$ cat config.mk
export PLATFORM = sky130hd
export DESIGN_NAME = threshold_filter
export DESIGN_NICKNAME = d
export VERILOG_FILES = /design/src/rtl/threshold_filter.sv
export SDC_FILE = /design/constraint.sdc
export NUM_CORES = 1
export LEC_CHECK = 0
export BUFFER_PORTS_ARGS = -buffer_cell sky130_fd_sc_hd__buf_2
export CORE_MARGIN = 5
export CORE_UTILIZATION = 40
export DETAILED_ROUTE_END_ITERATION = 8
export SETUP_SLACK_MARGIN = 0.02
export SLEW_MARGIN = 40
export SYNTH_ARGS = -nofsm -noshare
export SYNTH_HDL_FRONTEND = slang
export SYNTH_SLANG_ARGS = --single-unit
$ cat constraint.sdc
create_clock -name clk -period 2.6 [get_ports clk]
set_clock_uncertainty 0.05 [all_clocks]
set_input_delay 0 -clock clk [delete_from_list [all_inputs] [get_ports clk]]
set_output_delay 0 -clock clk [all_outputs]
set_load 0.03 [all_outputs]
$ cat src/rtl/threshold_filter.sv
// threshold_filter
//   Binarizing stage placed ahead of the BMP writer. Each accepted even/odd
//   RGB pair is reduced to an integer luma per pixel, gray = (R + 2G + B) >> 2,
//   and each pixel is replaced by pure white (gray >= threshold) or pure
//   black. One frame is exactly IMAGE_WIDTH*IMAGE_HEIGHT pixels, and a
//   one-cycle strobe marks its end.
//
// Ports
//   clk, reset           : rising-edge clock, asynchronous active-high reset
//   start                : frame start request (honoured only in IDLE)
//   threshold_Value      : threshold, latched when start is accepted
//   in_Valid, in_*_Even, in_*_Odd      : input pixel pair (accepted only in RUN)
//   horizontal_Pulse, data_*_Even/Odd  : binarized pair and its valid flag
//   sig_Process_Done     : one-cycle end-of-frame strobe
//   busy                 : high while in RUN or DRAIN
//   dbg_state_o          : current FSM state (IDLE=0, RUN=1, DRAIN=2, DONE=3)
//
// Handshake: a pair transfers on every rising edge where in_Valid=1 and the
// block is in RUN. There is no ready signal: the block never stalls, and the
// downstream writer takes every cycle where horizontal_Pulse=1. A pair
// accepted at edge N is presented after edge N+2.
module threshold_filter #(
  parameter int IMAGE_WIDTH  = 768,
  parameter int IMAGE_HEIGHT = 512
) (
  input  logic       clk,
  input  logic       reset,
  input  logic       start,
  input  logic [7:0] threshold_Value,
  input  logic       in_Valid,
  input  logic [7:0] in_Red_Even,
  input  logic [7:0] in_Green_Even,
  input  logic [7:0] in_Blue_Even,
  input  logic [7:0] in_Red_Odd,
  input  logic [7:0] in_Green_Odd,
  input  logic [7:0] in_Blue_Odd,
  output logic       horizontal_Pulse,
  output logic [7:0] data_Red_Even,
  output logic [7:0] data_Green_Even,
  output logic [7:0] data_Blue_Even,
  output logic [7:0] data_Red_Odd,
  output logic [7:0] data_Green_Odd,
  output logic [7:0] data_Blue_Odd,
  output logic       sig_Process_Done,
  output logic       busy,
  output logic [1:0] dbg_state_o
);

  localparam int COLS = IMAGE_WIDTH / 2;
  localparam int CW   = (COLS > 1) ? $clog2(COLS) : 1;
  localparam int RW   = (IMAGE_HEIGHT > 1) ? $clog2(IMAGE_HEIGHT) : 1;
  localparam logic [CW-1:0] LAST_COL = CW'(COLS - 1);
  localparam logic [RW-1:0] LAST_ROW = RW'(IMAGE_HEIGHT - 1);

  typedef enum logic [1:0] {
    IDLE  = 2'd0,
    RUN   = 2'd1,
    DRAIN = 2'd2,
    DONE  = 2'd3
  } state_t;

  state_t        state_q;
  logic [CW-1:0] col_cnt_q;
  logic [RW-1:0] row_cnt_q;
  logic [7:0]    thr_q;
  logic          drain_cnt_q;

  logic accept;
  logic last_pair;

  assign accept      = (state_q == RUN) && in_Valid;
  assign last_pair   = (col_cnt_q == LAST_COL) && (row_cnt_q == LAST_ROW);
  assign dbg_state_o = state_q;

  // Control FSM. busy and sig_Process_Done are registered alongside the state.
  always_ff @(posedge clk or posedge reset) begin
    if (reset) begin
      state_q          <= IDLE;
      col_cnt_q        <= '0;
      row_cnt_q        <= '0;
      thr_q            <= '0;
      drain_cnt_q      <= 1'b0;
      busy             <= 1'b0;
      sig_Process_Done <= 1'b0;
    end else begin
      sig_Process_Done <= 1'b0;
      case (state_q)
        IDLE: begin
          if (start) begin
            state_q   <= RUN;
            thr_q     <= threshold_Value;
            col_cnt_q <= '0;
            row_cnt_q <= '0;
            busy      <= 1'b1;
          end
        end
        RUN: begin
          if (in_Valid) begin
            if (last_pair) begin
              state_q     <= DRAIN;
              drain_cnt_q <= 1'b0;
            end else if (col_cnt_q == LAST_COL) begin
              col_cnt_q <= '0;
              row_cnt_q <= row_cnt_q + RW'(1);
            end else begin
              col_cnt_q <= col_cnt_q + CW'(1);
            end
          end
        end
        DRAIN: begin
          // Two cycles: enough for the final pair to leave the pipeline.
          if (drain_cnt_q) begin
            state_q <= DONE;
            busy    <= 1'b0;
          end else begin
            drain_cnt_q <= 1'b1;
          end
        end
        DONE: begin
          state_q          <= IDLE;
          sig_Process_Done <= 1'b1;
        end
        default: state_q <= IDLE;
      endcase
    end
  end

  // Capture register: holds the pair accepted on this edge so the two
  // arithmetic stages that follow see stable operands.
  logic       v0_q;
  logic [7:0] r_e_q, g_e_q, b_e_q, r_o_q, g_o_q, b_o_q;

  always_ff @(posedge clk or posedge reset) begin
    if (reset) begin
      v0_q  <= 1'b0;
      r_e_q <= '0;
      g_e_q <= '0;
      b_e_q <= '0;
      r_o_q <= '0;
      g_o_q <= '0;
      b_o_q <= '0;
    end else begin
      v0_q <= accept;
      if (accept) begin
        r_e_q <= in_Red_Even;
        g_e_q <= in_Green_Even;
        b_e_q <= in_Blue_Even;
        r_o_q <= in_Red_Odd;
        g_o_q <= in_Green_Odd;
        b_o_q <= in_Blue_Odd;
      end
    end
  end

  // Stage 1: luma sums, R + 2G + B, at most 1020 so 10 bits suffice.
  logic [9:0] sum_even_d, sum_odd_d;
  logic [9:0] sum_even_q, sum_odd_q;
  logic       v1_q;

  assign sum_even_d = {2'b00, r_e_q} + {1'b0, g_e_q, 1'b0} + {2'b00, b_e_q};
  assign sum_odd_d  = {2'b00, r_o_q} + {1'b0, g_o_q, 1'b0} + {2'b00, b_o_q};

  always_ff @(posedge clk or posedge reset) begin
    if (reset) begin
      v1_q       <= 1'b0;
      sum_even_q <= '0;
      sum_odd_q  <= '0;
    end else begin
      v1_q <= v0_q;
      if (v0_q) begin
        sum_even_q <= sum_even_d;
        sum_odd_q  <= sum_odd_d;
      end
    end
  end

  // Stage 2: (sum >> 2) >= thr is the same test as sum >= 4*thr for
  // integers, so the truncated gray value never needs to be formed.
  logic white_even, white_odd;

  assign white_even = sum_even_q >= {thr_q, 2'b00};
  assign white_odd  = sum_odd_q  >= {thr_q, 2'b00};

  always_ff @(posedge clk or posedge reset) begin
    if (reset) begin
      horizontal_Pulse <= 1'b0;
      data_Red_Even    <= '0;
      data_Green_Even  <= '0;
      data_Blue_Even   <= '0;
      data_Red_Odd     <= '0;
      data_Green_Odd   <= '0;
      data_Blue_Odd    <= '0;
    end else begin
      horizontal_Pulse <= v1_q;
      // Data holds its previous value between pulses.
      if (v1_q) begin
        data_Red_Even   <= {8{white_even}};
        data_Green_Even <= {8{white_even}};
        data_Blue_Even  <= {8{white_even}};
        data_Red_Odd    <= {8{white_odd}};
        data_Green_Odd  <= {8{white_odd}};
        data_Blue_Odd   <= {8{white_odd}};
      end
    end
  end

endmodule

# Word-level counts from Yosys, hierarchy flattened
# Cells that the tools add are included.
# W data, S select, Z words.
[op_classes]
n_addsub = 6
order_cmp = 2
eq_ne = 11
muxes = 21
n_reduce_logical = 12
[ops]
columns = ["cell", "n"]
rows = [
  ["$mux W9", 7],
  ["$pmux W9 S2", 2],
  ["$add A10 B8 Y10", 2],
  ["$add A8 B9 Y10", 2],
  ["$ge A10 B10 Y1", 2],
  ["$add A9 B1 Y9 const B", 2],
  ["$eq A9 B9 Y1 const B", 2],
  ["$ne A2 B2 Y1 const B", 5],
  ["$mux W2", 4],
  ["$pmux W2 S4", 1],
  ["$reduce_and A4 Y1", 2],
  ["$reduce_and A3 Y1", 2],
  ["$reduce_bool A2 Y1", 3],
  ["$mux W1", 5],
  ["$reduce_and A5 Y1", 1],
  ["$eq A2 B2 Y1 const B", 2],
  ["$pmux W1 S2", 2],
  ["$eq A2 B1 Y1 const B", 1],
  ["$logic_and A1 B1 Y1", 2],
  ["$logic_not A2 Y1", 1],
  ["$ne A2 B1 Y1 const B", 1],
  ["$reduce_and A2 Y1", 1],
]
[totals]
ff_bits = 104
input_bits = 60
word_cells = 72

# Longest topological paths before layout
# Gate-level depths: netlist of the first run.
[logic_depth]
word_depth = 5
depth_mapped = 10
mapped_depth_nobuf = 10

# Worst setup path before layout of the first run
# No wires, ideal clock.
[synth_timing]
path_kind = "register -> register"
startpoint = "register r_e_q[1]"
endpoint = "register sum_even_q[7]"
t_arrival_ps = 2274
t_required_ps = 2432
slack_ps = 158
path_stages_with_launch = 11
period_less_slack_ps = 2442
path_cell_list = "dfrtp_1 > inv_1 > fa_1 > inv_1 > ha_1 > fa_1 > a21oi_1 > o211ai_1 > a211oi_1 > nor3_1 > a21o_1"
[synth_via]
elab_chain_len = 2
[synth_lines]
columns = ["element", "line_no", "source"]
rows = [
  ["start, declared", "131", "logic [7:0] r_e_q, g_e_q, b_e_q, r_o_q, g_o_q, b_o_q;"],
  ["start signal, assigned", "145", "r_e_q <= in_Red_Even;"],
  ["$add A8 B9 Y10", "160", "assign sum_even_d = {2'b00, r_e_q} + {1'b0, g_e_q, 1'b0} + {2'b00, b_e_q};"],
  ["$add A10 B8 Y10", "160", ""],
  ["end signal, assigned", "171", "sum_even_q <= sum_even_d;"],
  ["end, declared", "157", "logic [9:0] sum_even_q, sum_odd_q;"],
]
# No other way between the ends.
# A chain may end at the register's enable or synchronous reset.

# Worst setup path in the final report of the first run
[layout_timing]
startpoint = "register r_o_q[1]"
endpoint = "register sum_odd_q[7]"
[layout_via]
elab_chain_len = 2
[layout_lines]
columns = ["element", "line_no", "source"]
rows = [
  ["start, declared", "131", ""],
  ["start signal, assigned", "148", "r_o_q <= in_Red_Odd;"],
  ["$add A8 B9 Y10", "161", "assign sum_odd_d = {2'b00, r_o_q} + {1'b0, g_o_q, 1'b0} + {2'b00, b_o_q};"],
  ["$add A10 B8 Y10", "161", ""],
  ["end signal, assigned", "172", "sum_odd_q <= sum_odd_d;"],
  ["end, declared", "157", ""],
]
# No other way between the ends.

==> flow_summary.toml, run 1 <==
[outcome]
status = "complete, no violations"

[sta]
rsz0062_at_grt = "false"
finalHoldViolCount = 0
period_needed_ns = 2.457
final_max_slew_viol_count = 0
finalSetupViolations = 0
max_slew_margin = 0.5481
worstMarginPinSlew_ns = 0.6779
fmax_ghz = 0.4069
min_period_over_period = 0.9452

[placed_design]
postPlaceCellArea_mm2 = 0.006382
dp_hpwl_mm = 8.857
io_buffers = 112
routabilityCongestion = 0.7970

[setup_path]
start_kind = "register"
crit_arrival_ns = 2.65
worstPathRequired_ns = 2.79
critPathMaxFanout = 3
setup.worst_path.end_class = "register"
critPathBufInv = 1
crit_type = "register to register"
path_cells = "fa_1 -> ha_4 -> inv_1 -> fa_1 -> nor2b_1 -> o31a_1 -> o31a_1 -> a211oi_1 -> a21o_1"
cp_slowest_stage_delay_ns = 0.58
cp_slowest_cell = "fa_1"
cp_top_family = "adder cells"

[global_route]
antenna_found_initial = 0
globalRouteTotalUtil = 0.1466
grt_pass1_wl_mm = 21.22
gr-total-overflow = 0
grt_max_degree = 54
grt_pass1_vias = 4437

[clock_network]
clock_sink_count = 104
htreeDepth = 3
path_clk_slew_ns = 0.07
cts_buffers = 9
clockRootBuffer = "clkbuf_16"
cts_tree = "built"
worstSkewPairLatency_ns = 0.35
clock_path_buffers = 2

[drt]
drc_errors = 0
wl_mm = 12.23
first_pass_iters = 4
antenna_left = 0
routed-via-count = 4228
drt-vias-per-instance = 5.021
wl_per_cell_um = 14.53
initialDrtViolationCount = 179

[logic_synthesis]
syn-num-nets = 635
yosysTopAreaCell = "dfrtp_1"
ys_seq_elements = 104
synth.distinct_cells = 54
yosys.area.top_type_share = 0.4404
yosys_most_used_dff = "dfrtp_1"
synth.cell_area_mm2 = 0.005909
syn_avg_cell_area_um2 = 11.41
yosys_warnings = 0
async_reset_ff_frac = 1.000
syn_inst = 518
synth_edf_count = 0
synth.area.top_cells = "dfrtp_1 44%, mux2_2 12%, ha_1 8.7%"
ys_seq_area_frac = 0.4404

[worst_hold_path]
min_path_type = "input port to register"

[finish]
postLayoutCoreUtil = 0.5053
fill_cells = 1302
antenna_cells = 0
nNetsFinal = 771
drive_gt1_frac = 0.3359
stdcell_area_mm2 = 0.007345
syn_to_final_growth_pct = 24.29

[flow_run]
maxCapViolations = 0

[floorplanning]
fp.coreArea_mm2 = 0.01453
rows = 44
die_x_um = 131.5
io_pins = 113
initial_utilization = 0.4066
die_area_mm2 = 0.01730
die_h_um = 131.5

[power_and_ir_drop]
p_per_area_mw_per_mm2 = 1483
p_leak_nw = 3.391
ir_drop_mv = 0.7105
[synthesized netlist by cell type (3+ instances only)]
cell type	count
ha_1	41
o211ai_1	3
xnor2_1	8
nor2b_1	5
o31ai_1	3
fa_1	16
a21o_1	6
a21oi_1	14
inv_1	34
a31oi_1	9
o21a_1	5
nor2_1	20
and3_1	5
buf_1	5
nor4_1	3
o21ai_0	31
o2bb2ai_1	3
nand2_1	25
mux2_2	62
nand4_1	4
a211oi_1	9
buf_4	46
nand3_1	12
dfrtp_1	104
nor3_1	6
clkbuf_1	4
[power breakdown]
group | total (mW) | switching, mW | leakage [nW] | internal (mW)
combinational | 6.60 | 3.66 | 1.98 | 2.94
sequential | 2.89 | 0.562 | 1.27 | 2.33
clock | 1.40 | 0.622 | 0.147 | 0.778
[cell usage in the layout, fill, tap and decap left out, types with 3 or more instances in the layout]
master and n:
a31oi_1 9, nor2_1 20, mux2_2 62, a21oi_1 13, nand2_1 25, o21a_1 5
o211ai_1 3, nand3_1 12, o21ai_1 3, buf_2 112, nor4_1 3, nor3_1 5
buf_4 9, clkbuf_16 9, dfrtp_1 104, nor2b_1 5, and3_1 5, a211oi_1 7
ha_1 39, fa_1 15, dlygate4sd3_1 58, o21ai_0 28, o31ai_1 3, o2bb2ai_1 3
inv_1 32, xnor2_1 8, nand4_1 4, a21o_1 6
[routing by layer]
metal | wire (um) | vias to the layer above | GRT usage | share of wire
li1 | - | 2061 | - | -
met2 | 5566 | 113 | 0.2311 | 0.46
met1 | 5629 | 2033 | 0.1914 | 0.46
met5 | 0 | - | 0 | 0
met4 | 348 | 0 | 0.06914 | 0.028
met3 | 685 | 21 | 0.03402 | 0.056
[registers in the layout, summed over array words and instances, names as in the netlist, 2 cells and up]
signal	flops
r_o_q	8
row_cnt_q	9
g_o_q	8
col_cnt_q	9
sum_even_q	10
dbg_state_o	2
sum_odd_q	10
b_e_q	8
r_e_q	8
g_e_q	8
thr_q	8
b_o_q	8
[worst min-delay path, delay by kind of cell]
family / cells / cell delay, ns
AO/OA/AOI/OAI: 1 / 0.16
AND/OR/NAND/NOR: 1 / 0.12
buffers and inverters: 1 / 0.13
[cells by family after synthesis]
kind of cell               Yosys count  synth area share
AOI/OAI and AO/OA                   98            0.1122
xor gates and xnor gates             9           0.01334
adders and majority gates           57            0.1410
buffers and inverters               90           0.08638
DFF                                104            0.4404
muxes                               63            0.1198
and+or+nand+nor                     97           0.08681
[final cells by class]
cell class,instances,area (um2),area share
clock inverters,5,66.31,0.009029
clock buffers,10,239.0,0.03254
flip-flops and latches,104,2603,0.3543
repair buffers,180,1229,0.1673
multi-input cells,324,2843,0.3871
inverters,35,135.1,0.01840
well taps,184,230.2,0.03135
[per-stage QoR]
stage	instances	TNS [ns]	hold WS (ns)	setup WS [ns]	power, mW
final	842	0	0.05719	0.1426	10.89
after global routing	842	0	0.08235	0.02147	11.91
after CTS	839	0	0.05044	0.08236	10.81
after detailed placement	765	-0.05380	-0.06889	-0.05380	9.230
after global placement	765	0	-0.07936	0.06980	9.094
after floorplan	518	0	0.06684	0.1582	8.154
[worst paths after layout]
path	slack, ns	to	from	cells after the start
setup / recovery	0.14	sum_odd_q[7]	r_o_q[1]	9
hold / removal	0.06	drain_cnt_q	in_Valid	3
setup reg to reg	0.14	sum_odd_q[7]	r_o_q[1]	9
hold reg to reg	0.42	horizontal_Pulse	v1_q	0
max in group asynchronous	1.44	r_e_q[7]	reset	4
min in group asynchronous	0.10	dbg_state_o[1]	reset	3
[timing repair]
| item | CTS | global route |
|---|---|---|
| endpoints found under the hold margin | 68 | 0 |
| resized for setup | 2 | 11 |
| buffers inserted | 1 | 3 |
| hold buffers | 58 | 0 |
| pin swaps | 1 | 9 |
| setup endpoints to repair | 1 | 8 |
No activity file was read; power rests on OpenSTA's default activity.
==> inputs of run 2 (changes only) <==
--- a/config.mk
+++ b/config.mk
@@ -9,6 +9,7 @@
 export CORE_MARGIN = 5
 export CORE_UTILIZATION = 40
 export DETAILED_ROUTE_END_ITERATION = 8
+export RECOVER_POWER = 25
 export SETUP_SLACK_MARGIN = 0.02
 export SLEW_MARGIN = 40
 export SYNTH_ARGS = -nofsm -noshare
==> flow_summary.toml, run 2 (synthesized netlist as in run 1, its figures left out) <==
[outcome]
status = "complete, no violations"

[sta]
rsz0062_at_grt = "false"
layout_setup_ws_ns = 0.1426
fmax_ghz = 0.4069
worstMarginPinSlew_ns = 1.318
max_slew_margin = 0.1213
period_needed_ns = 2.457
min_period_over_period = 0.9452
whs_ns = 0.05644
final_max_slew_viol_count = 0
finalSetupViolations = 0
fin_setup_tns_ns = 0
finalHoldViolCount = 0

[drt]
drc_errors = 0
drt-vias-per-instance = 5.033
routed-via-count = 4238
wl_mm = 12.25
antenna_left = 0
first_pass_iters = 4
initialDrtViolationCount = 174
wl_per_cell_um = 14.55

[setup_path]
crit_end = "sum_odd_q[7]"
start_kind = "register"
r2r_slack_ns = 0.14
crit_arrival_ns = 2.65
setup.worst_path.end_class = "register"
worstSetupStartpoint = "r_o_q[1]"
r2r-end = "sum_odd_q[7]"
worstPathRequired_ns = 2.79
critPathMaxFanout = 3
crit_type = "register to register"
reg2reg_depth = 9
r2r-start = "r_o_q[1]"

[floorplanning]
fp.coreArea_mm2 = 0.01453
die_area_mm2 = 0.01730
die_h_um = 131.5
rows = 44
initial_utilization = 0.4066
die_x_um = 131.5
io_pins = 113

[worst_hold_path]
min_path_type = "input port to register"
hold_path_depth = 3

[finish]
instances_no_fill = 842
stdcell_area_mm2 = 0.007331
final_cell_mix = "106 x buf_2, 104 x dfrtp_1, 62 x mux2_2"
final_common_cell = "buf_2"
top_regs = "sum_even_q: 10 flops, sum_odd_q: 10 flops"
nNetsFinal = 771
drive_gt1_frac = 0.3283
syn_to_final_growth_pct = 24.05
antenna_cells = 0

[flow_run]
maxCapViolations = 0

[clock_network]
clock_sink_count = 104
clock_path_buffers = 2
worstSkewPairLatency_ns = 0.35
clockRootBuffer = "clkbuf_16"
cts_buffers = 9
htreeDepth = 3
path_clk_slew_ns = 0.07
cts_tree = "built"

[global_route]
grt_max_degree = 54
grt_pass1_wl_mm = 21.22
globalRouteTotalUtil = 0.1466
gr-total-overflow = 0
grt_pass1_vias = 4437
antenna_found_initial = 0

[power_and_ir_drop]
ir_drop_mv = 0.7104
p_per_area_mw_per_mm2 = 1484
p_leak_nw = 3.374

[placed_design]
dpl.cell_count = 765
dp_hpwl_mm = 8.857
postPlaceCellArea_mm2 = 0.006382
io_buffers = 112
post-place-ws_ns = -0.05380
routabilityCongestion = 0.7970
## run 2: cell count changes in the layout (fill, tap and decap cells not counted)
cell        delta
buf_2          -6
buf_4          -2
clkbuf_1       +5
clkbuf_2       +3
clkinvlp_2     +1
clkinvlp_4     -1
## run 2: critical path, cell delays in order (launching register included)
cell and delay [ns]:
dfrtp_1 0.40, fa_1 0.58, ha_4 0.15, inv_1 0.05
fa_1 0.39, nor2b_1 0.18, o31a_1 0.20, o31a_1 0.15
a211oi_1 0.05, a21o_1 0.16
## run 2: cell type report
| type | instances | area (um2) |
|---|---|---|
| Fill cell | 1310 | 7203 |
| Multi-Input combinational cell | 324 | 2843 |
| Sequential cell | 104 | 2603 |
| Timing Repair Buffer | 180 | 1217 |
| Clock buffer | 10 | 239.0 |
| Tap cell | 184 | 230.2 |
| Inverter | 35 | 132.6 |
| Clock inverter | 5 | 66.31 |
## run 2: metal layers
layer	routed length, um	up-vias	global-route usage
li1	-	2063	-
met1	5677	2042	0.1914
met2	5580	112	0.2311
met3	645	21	0.03402
met4	350	0	0.06914
met5	0	-	0
## run 2: where the power goes
group          switching [mW]  total [mW]  internal [mW]
clock network           0.619        1.40          0.778
logic                    3.66        6.58           2.93
registers               0.565        2.90           2.33
## run 2: stage by stage
stage,util,power [mW]
floorplan,-,8.154
global placement,0.4391,9.094
finish,0.5044,10.88
detailed placement,0.4391,9.230
CTS,0.5010,10.81
global route,0.5044,11.90
## run 2: what timing repair did
action,4_1_cts,5_1_grt
endpoints found under the setup margin,1,8
hold endpoints to repair,68,0
hold buffers,58,0
setup buffers,1,3
pin swaps,1,9
gates resized for setup,2,11
## run 2: how the worst min path moves through the flow
stage | start | endpoint | slack (ns)
6_report | in_Valid | drain_cnt_q | 0.06
3_3_place_gp | reset | dbg_state_o[1] | -0.08
4_1_cts | in_Valid | drain_cnt_q | 0.05
2_1_floorplan | in_Blue_Even[1] | b_e_q[1] | 0.07
5_1_grt | in_Valid | drain_cnt_q | 0.08
3_5_place_dp | reset | dbg_state_o[1] | -0.07
